===== src/rtl/seq_alu.sv =====
// Sequential ALU: single-cycle logic/arith/shift ops, WIDTH-cycle shift-add multiply.
// Define ALU_SAT_EN to build the saturating ADD/SUB datapath (sat input); otherwise sat is ignored.
module seq_alu #(
    parameter int WIDTH = 8
) (
    input  logic             clk,
    input  logic             rst_n,
    input  logic             in_valid,
    output logic             in_ready,
    input  logic [WIDTH-1:0] a,
    input  logic [WIDTH-1:0] b,
    input  logic [2:0]       op,
    input  logic             sat,
    output logic             out_valid,
    input  logic             out_ready,
    output logic [WIDTH-1:0] result,
    output logic             zero,
    output logic             carry,
    output logic             overflow,
    output logic             negative
);
    localparam int SW = $clog2(WIDTH);
    localparam logic [SW-1:0] CNT_LAST = SW'(WIDTH - 1);

    localparam logic [2:0] OP_ADD = 3'b000;
    localparam logic [2:0] OP_SUB = 3'b001;
    localparam logic [2:0] OP_AND = 3'b010;
    localparam logic [2:0] OP_OR  = 3'b011;
    localparam logic [2:0] OP_XOR = 3'b100;
    localparam logic [2:0] OP_SHL = 3'b101;
    localparam logic [2:0] OP_SHR = 3'b110;
    localparam logic [2:0] OP_MUL = 3'b111;

    typedef enum logic [1:0] {IDLE, BUSY, DONE} state_t;

    typedef struct packed {
        logic [WIDTH-1:0] res;
        logic             c;
        logic             v;
    } alu_rsp_t;

    state_t             state;
    alu_rsp_t           rsp;
    logic [WIDTH:0]     ext;
    logic [SW-1:0]      shamt;
    logic [2*WIDTH-1:0] acc, acc_nxt, mcand;
    logic [WIDTH-1:0]   mplier;
    logic [SW-1:0]      cnt;

    assign in_ready  = (state == IDLE);
    assign out_valid = (state == DONE);
    assign shamt     = b[SW-1:0];

`ifndef ALU_SAT_EN
    logic sat_unused;
    assign sat_unused = sat;
`endif

    // Single-cycle ops evaluated straight from the inputs on the accepting edge.
    always_comb begin
        rsp = '0;
        ext = '0;
        case (op)
            OP_ADD: begin
                ext     = {1'b0, a} + {1'b0, b};
                rsp.res = ext[WIDTH-1:0];
                rsp.c   = ext[WIDTH];
                rsp.v   = (a[WIDTH-1] == b[WIDTH-1]) && (ext[WIDTH-1] != a[WIDTH-1]);
`ifdef ALU_SAT_EN
                if (sat) begin
                    rsp.v = 1'b0;
                    if (rsp.c) rsp.res = '1;
                end
`endif
            end
            OP_SUB: begin
                ext     = {1'b0, a} - {1'b0, b};
                rsp.res = ext[WIDTH-1:0];
                rsp.c   = ext[WIDTH];
                rsp.v   = (a[WIDTH-1] != b[WIDTH-1]) && (ext[WIDTH-1] != a[WIDTH-1]);
`ifdef ALU_SAT_EN
                if (sat) begin
                    rsp.v = 1'b0;
                    if (rsp.c) rsp.res = '0;
                end
`endif
            end
            OP_AND: rsp.res = a & b;
            OP_OR:  rsp.res = a | b;
            OP_XOR: rsp.res = a ^ b;
            // Extra bit beyond the operand catches the last bit shifted out.
            OP_SHL: begin
                ext     = {1'b0, a} << shamt;
                rsp.res = ext[WIDTH-1:0];
                rsp.c   = ext[WIDTH];
            end
            OP_SHR: begin
                ext     = {a, 1'b0} >> shamt;
                rsp.res = ext[WIDTH:1];
                rsp.c   = ext[0];
            end
            default: ;
        endcase
    end

    assign acc_nxt = mplier[0] ? acc + mcand : acc;

    always_ff @(posedge clk or negedge rst_n) begin
        if (!rst_n) begin
            state    <= IDLE;
            result   <= '0;
            zero     <= 1'b0;
            carry    <= 1'b0;
            overflow <= 1'b0;
            negative <= 1'b0;
            acc      <= '0;
            mcand    <= '0;
            mplier   <= '0;
            cnt      <= '0;
        end else begin
            case (state)
                IDLE: if (in_valid) begin
                    if (op == OP_MUL) begin
                        state  <= BUSY;
                        acc    <= '0;
                        mcand  <= {{WIDTH{1'b0}}, a};
                        mplier <= b;
                        cnt    <= '0;
                    end else begin
                        state    <= DONE;
                        result   <= rsp.res;
                        carry    <= rsp.c;
                        overflow <= rsp.v;
                        zero     <= (rsp.res == '0);
                        negative <= rsp.res[WIDTH-1];
                    end
                end
                BUSY: begin
                    acc    <= acc_nxt;
                    mcand  <= mcand << 1;
                    mplier <= mplier >> 1;
                    cnt    <= cnt + 1'b1;
                    // Last multiplier bit folds in on the same edge that enters DONE.
                    if (cnt == CNT_LAST) begin
                        state    <= DONE;
                        result   <= acc_nxt[WIDTH-1:0];
                        carry    <= |acc_nxt[2*WIDTH-1:WIDTH];
                        overflow <= 1'b0;
                        zero     <= (acc_nxt[WIDTH-1:0] == '0);
                        negative <= acc_nxt[WIDTH-1];
                    end
                end
                DONE: if (out_ready) state <= IDLE;
                default: state <= IDLE;
            endcase
        end
    end
endmodule


===== config.mk =====
export PLATFORM = sky130hd
export DESIGN_NAME = seq_alu
export DESIGN_NICKNAME = d
export VERILOG_FILES = /design/src/rtl/seq_alu.sv
export SDC_FILE = /design/constraint.sdc
export NUM_CORES = 1
export LEC_CHECK = 0
export CORE_UTILIZATION = 32
export DETAILED_ROUTE_END_ITERATION = 16
export DONT_BUFFER_PORTS = 1
export GPL_ROUTABILITY_DRIVEN = 0
export PLACE_DENSITY = 0.49
export RECOVER_POWER = 50
export SLEW_MARGIN = 15
export SYNTH_ARGS = -nofsm -noshare
export SYNTH_HDL_FRONTEND = slang
export SYNTH_SLANG_ARGS = --single-unit

===== constraint.sdc =====
create_clock -name clk -period 3.15 [get_ports clk]
set_input_delay 0.4725 -clock clk [delete_from_list [all_inputs] [get_ports clk]]
set_output_delay 0.4725 -clock clk [all_outputs]
set_load 0.03 [all_outputs]

Word-level counts from Yosys, hierarchy flattened
Cells that the tools add are included.
- add/sub/neg operators: 4
- reduce and logical (&&, ||, !) cells: 11
- bitwise operators: 3
- shift operators: 2
- mux-type cells: 41
- eq/ne operators: 19
- operators by type and width (kind ; count):
    two-way mux 16 bit ; 5
    case mux 16 bit (2 select lines) ; 2
    case mux 8 bit (7 select lines) ; 1
    two-way mux 8 bit ; 5
    case mux 8 bit (2 select lines) ; 2
    adder 16 bit ; 1
    logical NOT 8 bit ; 2
    == test 3 bit, second input constant ; 5
    two-way mux 1 bit ; 12
    case mux 1 bit (2 select lines) ; 5
    adder 8 x 8 -> 9 bit ; 1
    << shifter 8 x 3 -> 9 bit ; 1
    >> shifter 9 x 3 -> 9 bit ; 1
    subtractor 8 x 8 -> 9 bit ; 1
    bitwise AND 8 bit ; 1
    two-way mux 2 bit ; 4
    bitwise OR 8 bit ; 1
    OR reduction 8 bit ; 1
    XOR 8 bit ; 1
    == test 3 x 2 -> 1 bit, second input constant ; 2
    two-way mux 3 bit ; 2
    inequality test 2 bit, second input constant ; 3
    case mux 2 bit (3 select lines) ; 1
    case mux 3 bit (2 select lines) ; 1
    14 further kinds ; 19
- flip-flop bits (word level): 57
- word-level logic and storage cells: 90
- output and inout port bits: 14
- bits of input ports: 24

Longest topological paths before layout
- word-level depth: 7
- depth in mapped cells: 11
- mapped depth without buffers: 11

Least setup slack after synthesis
No wires, ideal clock.
- kind: register to register
- start point: reg acc[0]
- end point: reg carry
- setup time: 134 ps
- path slack: 246 ps
- clock period less this slack: 2904 ps
- required time: 3016 ps
- stages on the path, launching flop included: 11
- path buffers: 0
- data arrival time: 2771 ps
- cells stage by stage: dfrtp_1 -> ha_1 -> fa_1 -> a21o_1 -> a221o_1 -> and3_1 -> or4_4 -> a31oi_1 -> o2111a_1 -> and4b_1 -> o211ai_1
- longest elaborated chain between the ends: 5
- ends and longest elaborated chain (what ; RTL line ; source):
    start, declared ; 46 ; logic [2*WIDTH-1:0] acc, acc_nxt, mcand;
    start signal, assigned ; 139 ; acc <= acc_nxt;
    adder 16 bit ; 106 ; assign acc_nxt = mplier[0] ? acc + mcand : acc;
    two-way mux 16 bit ; 106 ;
    OR reduction 8 bit ; 147 ; carry <= |acc_nxt[2*WIDTH-1:WIDTH];
    two-way mux 1 bit ; 144 ; if (cnt == CNT_LAST) begin
    case mux 1 bit (2 select lines) ; 121 ; case (state)
    end signal, assigned ; 132 ; carry <= rsp.c;
    end signal, assigned ; 147 ;
    end, declared ; 18 ; output logic carry,
Every way passes these cells. The select of a mux whose other input is x is not followed.
A chain may end at the register's enable or synchronous reset.

Worst setup path after layout
Same ends and word-level chain as after synthesis.

==> results by group <==
Floorplanning
  • Core area: 15400 um^2
  • Row count: 45
  • Initial Utilization: 33.1%
  • Die height: 128 um
  • Die W: 128 um
  • Die Area: 16400 um^2
  • IO Pins: 38

Worst setup path
  • Setup slack, reg-to-reg: 0.10 ns
  • Crit Reg-Reg Endpoint: carry
  • Worst Path Max Fanout: 3
  • Required @ worst endpoint: 3.31 ns
  • Worst R2R Start: acc[0]
  • Crit-path cells: ha_2, fa_2, a21o_1, a221o_1, and3_1, or4_4, a31oi_4, o2111a_1, and4b_1, o211ai_1
  • Buf+Inv Stages, Crit Path: 0
  • Top delay family on crit path: compound AO/OA/AOI/OAI gates
  • CP peak stage delay: 0.50 ns
  • CP startpoint kind: flop
  • Critical Path End Type: flop
  • Critical Path AT: 3.21 ns
  • Slowest cell on the critical path: or4_4
  • Critical path class: reg -> reg
  • Worst reg2reg path depth: 10

Global routing
  • Global-route wire length before repair: 24700 um
  • Overall Global Routing Usage: 19.3%
  • Initial antenna violation count: 0
  • GR Overflow Total: 0
  • Number of global-route vias before repair: 4566
  • Pin count of the biggest net entering global routing: 57

Yosys
  • Syn nets: 697
  • Number of synthesized flops with an enable pin: 0
  • Area leader, netlist: dfrtp_1
  • Async set-reset flop share out of synthesis: 100%
  • Area share of xor/xnor cells in the synthesized design: 2.24%
  • Synth Instances: 628
  • Compound-Gate Fraction of Synth Area: 25.5%
  • #FFs+latches synth: 56
  • Post-synthesis cell area: 5090 um^2
  • Yosys cell types: 65
  • Multiplexer area fraction after synthesis: 10.2%
  • Synth top area share: 27.5%
  • Synth Area in Simple Gates: 17.3%
  • Ys Warns: 0
  • Prevailing post-synth register cell: dfrtp_1
  • Largest cells by area after synthesis: dfrtp_1, ha_1, mux2i_1
  • Register area share after synthesis: 27.5%
  • Adder-Cell Fraction of Synth Area: 11.5%
  • Combinational family with the most area after synthesis: compound AO/OA/AOI/OAI gates
  • Avg Inst Size Synth: 8.11 um^2

Run status
  • Status: finished, violations left
  • Violated checks: capacitance limit, slew limit

Worst hold path
  • Hold Startpoint: out_ready
  • Hold WC Path Type: in -> reg
  • Hold Path Sink: state[1]
  • Worst Hold Depth: 1

STA
  • Clock skew: 0.00838 ns
  • Final setup margin: 0.102 ns
  • Fmax: 328 MHz
  • Rel. slew slack: -67.5%
  • RSZ-0062 raised after global routing: false
  • Slew Limit Fails: 57
  • Final setup viols: 0
  • Post-layout minimum cycle time: 3.05 ns
  • Final hold vios: 0
  • Worst-Margin Slew: 2.51 ns
  • Tcrit/Tclk final: 96.8%

Clock tree
  • Clk pin slew, worst setup/hold paths: 0.08 ns
  • Number of buffers created by CTS: 5
  • Maximum clock path buffer count: 2
  • Post-CTS setup buffers: 0
  • Clock root cell: clkbuf_16
  • Clk_lat worst skew: 0.30 ns
  • CTS sink cnt: 56
  • H-tree level count: 2
  • CTS tree: yes

Cells and area
  • Most frequent cells in the layout: nand2_1, o21ai_0, dfrtp_1, nor2_1, ha_1
  • Filler instances: 1604
  • Share of cells above drive strength 1: 7.86%
  • Area Overhead vs Synth: 8.48%
  • Final nets: 679
  • Final core occ: 35.9%
  • Antenna fix cells: 0
  • Commonest non-fill, non-tap cell in the layout: nand2_1

Routing
  • Via count: 4646
  • Drt total wl: 15000 um
  • Vias/cell: 5.65
  • Antenna-violating nets left: 0
  • Initial DRC count: 418
  • Routed length per instance: 18.3 um
  • Pre-antenna DRT Iters: 5
  • Drc violations: 0

Power
  • Leakage power: 2.39 nW
  • Total power density per cell area: 738 nW/um^2
  • IR drop worst, VDD: 0.258 mV

Place
  • Post-Place Setup Slack: -0.0383 ns
  • PortBufs: 0
  • HPWL after DPL: 11200 um

Job
  • MaxCap Viol Count: 1
layer usage:
layer  global-route usage [%]  up-vias  share of wire [%]
li1                         -     2243                  -
met1                     25.2     2255                 46
met2                     31.3      126                 45
met3                     4.17       22                6.0
met4                     6.99        0                2.4
met5                        0        -                  0
where the power goes:
group,internal (W),switching [W]
Clock,0.000374,0.000267
Combinational,0.000864,0.00116
Sequential,0.00102,0.000391
worst register-to-register path: cells and delay by family (launching register included):
kind / cells / cell delay [ns]
adder cells (fa/ha/maj): 2 / 0.56
AND/OR/NAND/NOR: 3 / 0.94
AO/OA/AOI/OAI: 5 / 1.01
flip-flops: 1 / 0.40
worst max path at each step:
stage | from | cells after the start | endpoint
finish | acc[0] | 10 | carry
global route | acc[0] | 10 | carry
CTS | acc[0] | 10 | carry
detailed placement | acc[0] | 10 | carry
global placement | acc[0] | 10 | carry
floorplan | acc[0] | 10 | carry
flip-flops by register name, indices dropped and copies added (netlist names):
signal and flops:
mplier 8, zero 1, cnt 3, overflow 1, carry 1, mcand 16, state 2, result 8
acc 16
through the flow:
step	area (um^2)	setup TNS [ns]	total power (W)	hold WS [ns]	cells
6_report	5520	0	0.00408	0.272	822
5_1_grt	5520	0	0.00443	0.271	822
3_5_place_dp	5320	-0.0383	0.00340	0.179	813
4_1_cts	5530	0	0.00411	0.0397	822
2_1_floorplan	5090	0	0.00290	0.177	628
3_3_place_gp	5320	0	0.00337	0.179	813
cell usage after synthesis (3+ instances only):
cell	instances
a2111oi_0	3
a21oi_1	32
mux2_2	8
o21ai_0	66
ha_1	42
a211o_1	5
and2_1	4
nor3_1	10
a221oi_1	4
o221ai_1	3
a211oi_1	7
nor2b_1	4
mux4_2	4
o32ai_1	3
dfrtp_1	56
xnor2_1	10
o211ai_1	5
nor2_1	46
nand2_1	86
buf_2	5
o31ai_1	5
inv_1	29
fa_1	3
o22ai_1	11
o21bai_1	3
xor2_1	3
a22o_1	3
nand2b_1	10
buf_1	4
mux2i_1	34
a21o_1	8
and3_1	5
or2_2	3
nand3_1	12
a31oi_1	5
a22oi_1	9
a21boi_0	3
clkbuf_1	32
nand4_1	6
or3_1	3
cells by family after synthesis:
family	Yosys count
multiplexers	46
AO/OA/AOI/OAI	199
XOR/XNOR	13
adder cells (fa/ha/maj)	45
buffers and inverters	73
AND/OR/NAND/NOR	196
flip-flops	56
repair_timing:
| action | in CTS | in global routing |
|---|---|---|
| gates resized for setup | 2 | 2 |
| endpoints found under the setup margin | 1 | 1 |
| hold endpoints to repair | 56 | 0 |
| hold buffers | 1 | 0 |
| pin swaps | 0 | 1 |
cell type report:
class	count	area, um^2	share of cell area, %
multi-input cells	499	3440	62.2
flip-flops and latches	56	1400	25.4
well taps	211	264	4.78
repair buffers	18	140	2.54
clock buffers	5	125	2.27
inverters	30	113	2.04
clock inverters	3	42.5	0.770
(Power assumes the default switching activity.)
